===== src/rtl/srv_mem_pkg.sv =====
// Shared types and helpers for the line-fill memory model.
// Latency: n/a (package only).
// Backpressure: n/a (package only).
//
// Contents:
//   srv_mem_state_e   - refill FSM states
//   srv_mem_beat_addr - ROM word address for beat k of a line fill
package srv_mem_pkg;

   typedef enum logic [1:0] {
      IDLE  = 2'd0,
      WAIT  = 2'd1,
      BURST = 2'd2,
      RESP  = 2'd3
   } srv_mem_state_e;

   // Word address read on beat k. With cwf set the burst starts at the
   // requested word and wraps inside the line, otherwise it walks the
   // line from lane 0. base has its lane bits clear, so adding a lane
   // index never carries into the line address.
   function automatic logic [63:0] srv_mem_beat_addr(
      input logic [63:0] base,
      input logic [31:0] offset,
      input logic [31:0] k,
      input logic [31:0] words,
      input logic        cwf
   );
      logic [31:0] lane;
      lane = cwf ? ((offset + k) & (words - 32'd1)) : (k & (words - 32'd1));
      return base + 64'(lane);
   endfunction

endpackage


===== src/rtl/srv_mem_line_delay_ctr.sv =====
// Access-delay counter: pulses done on the last of DELAY wait cycles after start.
// Latency: done asserts DELAY cycles after the start cycle.
// Backpressure: none; a new start restarts the count.
//
// Ports:
//   clk, rst_n - clock, synchronous active-low reset
//   start      - one-cycle pulse in the accept cycle
//   done       - one-cycle pulse in the final wait cycle
module srv_mem_delay_ctr #(
   parameter int DELAY = 1
) (
   input  logic clk,
   input  logic rst_n,
   input  logic start,
   output logic done
);
   localparam int DW = (DELAY > 0) ? $clog2(DELAY + 1) : 1;

   logic          r_busy;
   logic [DW-1:0] r_cnt;
   logic          w_last;

   assign w_last = r_busy && (r_cnt == DW'(DELAY - 1));
   assign done   = w_last;

   always_ff @(posedge clk) begin
      if (!rst_n) begin
         r_busy <= 1'b0;
         r_cnt  <= '0;
      end else if (start) begin
         r_busy <= 1'b1;
         r_cnt  <= '0;
      end else if (r_busy) begin
         r_cnt <= w_last ? '0 : r_cnt + 1'b1;
         if (w_last) r_busy <= 1'b0;
      end
   end

endmodule


===== src/rtl/srv_mem_line.sv =====
// Line-fill memory model: accept a miss, wait MEM_DELAY, burst a line from ROM, pulse response.
// Latency: accept in cycle 0 -> ext_rsp_o in cycle MEM_DELAY+WORDS+1.
// Backpressure: ext_gnt_o high only in IDLE; requests in other states are ignored, never queued.
//
// Build option: define SRV_MEM_CWF_EN for critical-word-first burst ordering.
// Ports:
//   clk, rst_n                - clock, synchronous active-low reset
//   ext_req_i / ext_addr_i    - refill request (level) and missing word address
//   ext_gnt_o                 - ready to accept
//   ext_rsp_o / ext_data_o    - one-cycle line-valid strobe, assembled line
//   rom_rd_o / rom_addr_o     - ROM read strobe and word address (zero outside bursts)
//   rom_data_i                - combinational ROM read data
module srv_mem_line
   import srv_mem_pkg::*;
#(
   parameter int LINE_W    = 128,
   parameter int WORD_W    = 32,
   parameter int ADDR_W    = 32,
   parameter int MEM_DELAY = 100
) (
   input  logic              clk,
   input  logic              rst_n,
   input  logic              ext_req_i,
   input  logic [ADDR_W-1:0] ext_addr_i,
   output logic              ext_gnt_o,
   output logic              ext_rsp_o,
   output logic [LINE_W-1:0] ext_data_o,
   output logic              rom_rd_o,
   output logic [ADDR_W-1:0] rom_addr_o,
   input  logic [WORD_W-1:0] rom_data_i
);
   localparam int WORDS = LINE_W / WORD_W;
   localparam int OFF_W = $clog2(WORDS);

`ifdef SRV_MEM_CWF_EN
   localparam logic CWF = 1'b1;
`else
   localparam logic CWF = 1'b0;
`endif

   srv_mem_state_e    r_state;
   srv_mem_state_e    w_next;
   logic [ADDR_W-1:0] r_base;
   logic [OFF_W-1:0]  r_off;
   logic [OFF_W-1:0]  r_beat;
   logic [LINE_W-1:0] r_line;

   logic              w_accept;
   logic              w_delay_done;
   logic              w_last_beat;
   logic [ADDR_W-1:0] w_beat_addr;
   logic [OFF_W-1:0]  w_lane;

   assign w_accept    = (r_state == IDLE) && ext_req_i;
   assign w_last_beat = (r_beat == OFF_W'(WORDS - 1));
   assign w_beat_addr = ADDR_W'(srv_mem_beat_addr(64'(r_base), 32'(r_off), 32'(r_beat),
                                                  32'(WORDS), CWF));
   // The base is line aligned, so the low bits of the beat address are the lane.
   assign w_lane      = w_beat_addr[OFF_W-1:0];
   assign ext_data_o  = r_line;

   generate
      if (MEM_DELAY > 0) begin : g_delay
         srv_mem_delay_ctr #(.DELAY(MEM_DELAY)) u_delay (
            .clk   (clk),
            .rst_n (rst_n),
            .start (w_accept),
            .done  (w_delay_done)
         );
      end else begin : g_no_delay
         assign w_delay_done = 1'b0;
      end
   endgenerate

   // State register
   always_ff @(posedge clk) begin
      if (!rst_n) r_state <= IDLE;
      else        r_state <= w_next;
   end

   // Next-state logic
   always_comb begin
      w_next = r_state;
      case (r_state)
         IDLE:    if (ext_req_i) w_next = (MEM_DELAY > 0) ? WAIT : BURST;
         WAIT:    if (w_delay_done) w_next = BURST;
         BURST:   if (w_last_beat) w_next = RESP;
         RESP:    w_next = IDLE;
         default: w_next = IDLE;
      endcase
   end

   // Output decode
   always_comb begin
      ext_gnt_o  = 1'b0;
      ext_rsp_o  = 1'b0;
      rom_rd_o   = 1'b0;
      rom_addr_o = '0;
      case (r_state)
         IDLE:  ext_gnt_o = 1'b1;
         BURST: begin
            rom_rd_o   = 1'b1;
            rom_addr_o = w_beat_addr;
         end
         RESP:  ext_rsp_o = 1'b1;
         default: ;
      endcase
   end

   // Request latch, beat counter and lane writes. Reset clears the line so
   // an aborted fill never leaves partial data visible.
   always_ff @(posedge clk) begin
      if (!rst_n) begin
         r_base <= '0;
         r_off  <= '0;
         r_beat <= '0;
         r_line <= '0;
      end else begin
         if (w_accept) begin
            r_base <= {ext_addr_i[ADDR_W-1:OFF_W], {OFF_W{1'b0}}};
            r_off  <= ext_addr_i[OFF_W-1:0];
            r_beat <= '0;
         end
         if (r_state == BURST) begin
            r_beat <= r_beat + 1'b1;
            for (int i = 0; i < WORDS; i++) begin
               if (w_lane == OFF_W'(i)) r_line[i*WORD_W +: WORD_W] <= rom_data_i;
            end
         end
      end
   end

endmodule


===== config.mk =====
export PLATFORM = sky130hd
export DESIGN_NAME = srv_mem_line
export DESIGN_NICKNAME = d
export VERILOG_FILES = /design/src/rtl/srv_mem_pkg.sv /design/src/rtl/srv_mem_line_delay_ctr.sv /design/src/rtl/srv_mem_line.sv
export SDC_FILE = /design/constraint.sdc
export NUM_CORES = 1
export LEC_CHECK = 0
export BUFFER_PORTS_ARGS = -buffer_cell sky130_fd_sc_hd__buf_2
export CAP_MARGIN = 20
export CELL_PAD_IN_SITES_DETAIL_PLACEMENT = 1
export CELL_PAD_IN_SITES_GLOBAL_PLACEMENT = 2
export CORE_UTILIZATION = 24
export DETAILED_ROUTE_END_ITERATION = 10
export GPL_ROUTABILITY_DRIVEN = 0
export PLACE_DENSITY_LB_ADDON = 0.3
export SLEW_MARGIN = 10
export SYNTH_ARGS = -nofsm -noshare
export SYNTH_HDL_FRONTEND = slang
export SYNTH_SLANG_ARGS = --single-unit

===== constraint.sdc =====
create_clock -name clk -period 1.66 [get_ports clk]
set_clock_uncertainty 0.15 [all_clocks]
set_input_delay 0.083 -clock clk [delete_from_list [all_inputs] [get_ports clk]]
set_output_delay 0.083 -clock clk [all_outputs]
set_load 0.05 [all_outputs]

==> run_results.csv <==
group,metric,value,unit
placed_design,place_area,8082,µm²
clocking,numCtsBuffers,17,
setup_path,worstPathCellList,"inv_4 -> ha_4 -> buf_8 -> and2_2 -> buf_6",
setup_path,r2r_start,"r_state[0]$_SDFFE_PN0P_",
floorplanning,start_util,24.74,%
logic_synthesis,syn-cell-area,6284,µm²
layout,layout_common_cells,"nand2_1, buf_2, dfxtp_1",
placed_design,dp_hpwl,14800,µm
timing,finalHoldViolCount,0,
global_routing,grt_use_met3,4.141,%
drt,antenna_left,0,
pwr,p_leak,4.188,nW
layout,drive_gt1_share,32.79,%
setup_path,cp-end-kind,"output pin",
layout,seq_area,3410,µm²
global_routing,grt_use_met1,20.89,%
min_path,hold_path_startpoint,"ext_addr_i[15]",
setup_path,crit_start,"r_state[0]$_SDFFE_PN0P_",
setup_path,critPathRequiredTime,1.43,ns
placed_design,pre_cts_ws,0.06678,ns
setup_path,crit_buf_inv,3,
logic_synthesis,syn_avg_cell_area,7.815,µm²
pwr,p_per_area,1225,nW/µm²
floorplanning,die_h,163.8,µm
layout,n_fill_cell,3009,
clocking,clock_sinks,170,
setup_path,cp_data_arrival_time,1.52,ns
pwr,ir_drop,0.5819,mV
clocking,clk_pin_slew,0.08,ns
status,violations,"setup timing",
clocking,clock_tree.root_cell,"clkbuf_16",
timing,fin_worst_hold_slack,0.2778,ns
global_routing,use_met2,29.58,%
drt,wire_per_inst,17.35,µm
drt,dr_total_vias,6374,
layout,nets,1177,
global_routing,grt_pass1_vias,6355,
logic_synthesis,ys_warn_count,0,
min_path,hold_class,"in -> reg",
layout,final_common_cell,"nand2_1",
setup_path,start_kind,"flop",
drt,first_iter_violations,291,
floorplanning,ios,230,
floorplanning,std_cell_rows,58,
logic_synthesis,yosysSeqAreaShare,54.16,%
setup_path,cp_max_fo,14,
global_routing,grt_pass1_wl,35130,µm
clocking,clockBufferDepth,2,
logic_synthesis,syn_nets,881,
layout,stdcell_area,10050,µm²
global_routing,grt_antenna_before_repair,0,
layout,multiInputGateArea,2790,µm²
run,drv_cap,0,
timing,fmax,569.2,MHz
timing,worst-slew-pin-transition,0.3799,ns
floorplanning,dieWidth,163.8,µm
setup_path,crit_family,"flip-flops",
logic_synthesis,ys_seq_elements,170,
logic_synthesis,ys_types,25,
drt,first_pass_iters,6,
timing,setup_viol,87,
clocking,tritoncts,"done",
logic_synthesis,syn_inst,804,
global_routing,track_usage,17.06,%
layout,areaGrowthSynthToFinish,60.02,%
timing,tns,-4.051,ns
clocking,h-tree-depth,4,
global_routing,grt_overflow,0,
global_routing,grt-busiest-layer,"met2",
timing,fin_ws,-0.09676,ns
clocking,clock_latency,0.43,ns
floorplanning,dieArea,26830,µm²
timing,slew_headroom,74.67,%
pwr,p_total,12.32,mW
global_routing,grt_max_degree,45,
floorplanning,coreArea,25400,µm²
layout,num_antenna_cells,0,
drt,postRouteWirelength,25040,µm
setup_path,critPathSlowestCell,"dfxtp_2",
setup_path,worst_path_largest_cell_delay,0.35,ns
timing,finalCritPeriodShare,105.8,%
timing,drv_slew,0,
timing,grt_setup_unrepaired,"true",
setup_path,path_class,"reg -> out",
status,outcome,"complete, but fails checks",
placed_design,io_buffers,227,
drt,routed_via_density,4.417,
timing,min_period,1.757,ns
drt,drc,0,
through the flow:
stage	instances	utilization [%]
after CTS	1429	37.83
after floorplan	804	-
after global placement	1330	31.82
final	1443	39.59
after global routing	1443	39.59
after detailed placement	1330	31.82
cell families (layout without fill, tap and decap cells):
family                   after synthesis  after routing  share of synthesized area (%)
AND/OR/NAND/NOR                      384            384                          24.97
AO/OA/AOI/OAI                        170            170                          14.16
flip-flops                           170            170                          54.16
buffers and inverters                 65            374                          4.022
adder cells (fa/ha/maj)               10             10                          1.991
XOR/XNOR                               5              5                         0.6971
power by group:
part           internal (mW)  leakage, nW  switching, mW
registers               4.42         1.38          0.189
logic                   1.35         2.53           2.32
clock network           2.14        0.285           1.90
total                   7.91         4.19           4.41
repair_timing:
item                       CTS  global route
setup endpoints to repair   34           134
gates resized for setup     89            51
setup buffers                3             2
hold buffers                64             0
pin swaps                    1            17
cloned                       0            12
hold endpoints to repair   164             0
area by class of cell:
class	count	share of cell area [%]
repair buffers	334	28.05
multi-input cells	569	27.75
clock buffers	18	4.268
flip-flops and latches	170	33.91
well taps	330	4.107
inverters	8	0.3484
clock inverters	14	1.568
worst paths after layout:
kind | endpoint | slack [ns] | cells after the start
setup / recovery | rom_addr_o[22] | -0.1 | 5
hold / removal | r_base[15]$_SDFFE_PN0P_ | 0.28 | 4
setup reg to reg | ext_data_o[113]$_SDFFE_PN0P_ | -0.07 | 8
hold reg to reg | ext_data_o[0]$_SDFFE_PN0P_ | 0.30 | 2
synth_stat cells:
library cell  count  area share (%)
a21o_1            1            0.12
a21oi_1         165              13
a2bb2oi_4         1            0.42
a311oi_1          1            0.14
a41o_1            1            0.16
a41o_2            1            0.18
and2_0            2            0.20
and2_1           33             3.3
buf_1             5            0.30
buf_2             7            0.56
clkbuf_1         45             2.7
dfxtp_1         170              54
ha_1             10             2.0
inv_1             7            0.42
inv_2             1           0.060
nand2_1         326              19
nand2b_1          2            0.20
nand3_1           4            0.32
nand3b_1          1            0.12
nand4_1           2            0.20
nor2_1           12            0.72
nor3_1            1           0.080
nor4b_4           1            0.38
xnor2_1           2            0.28
xor2_1            3            0.42
layer usage:
metal,wire [µm],part of all wire (%)
met5,0,0
met4,266,1.1
met3,1226,4.9
met2,12250,49
met1,11290,45
sequential cells by signal (all words and copies together), names as in the netlist:
| name | cells |
|---|---|
| r_state | 2 |
| ext_data_o | 128 |
| g_delay.u_delay.r_cnt | 7 |
| r_base | 30 |
| g_delay.u_delay.r_busy | 1 |
| r_beat | 2 |
tightest hold or removal path: stages:
cell and delay (ns):
dlygate4sd3_1 0.53, buf_2 0.12, nand2_1 0.05, a21oi_1 0.05
No activity file was read; power rests on OpenSTA's default activity.
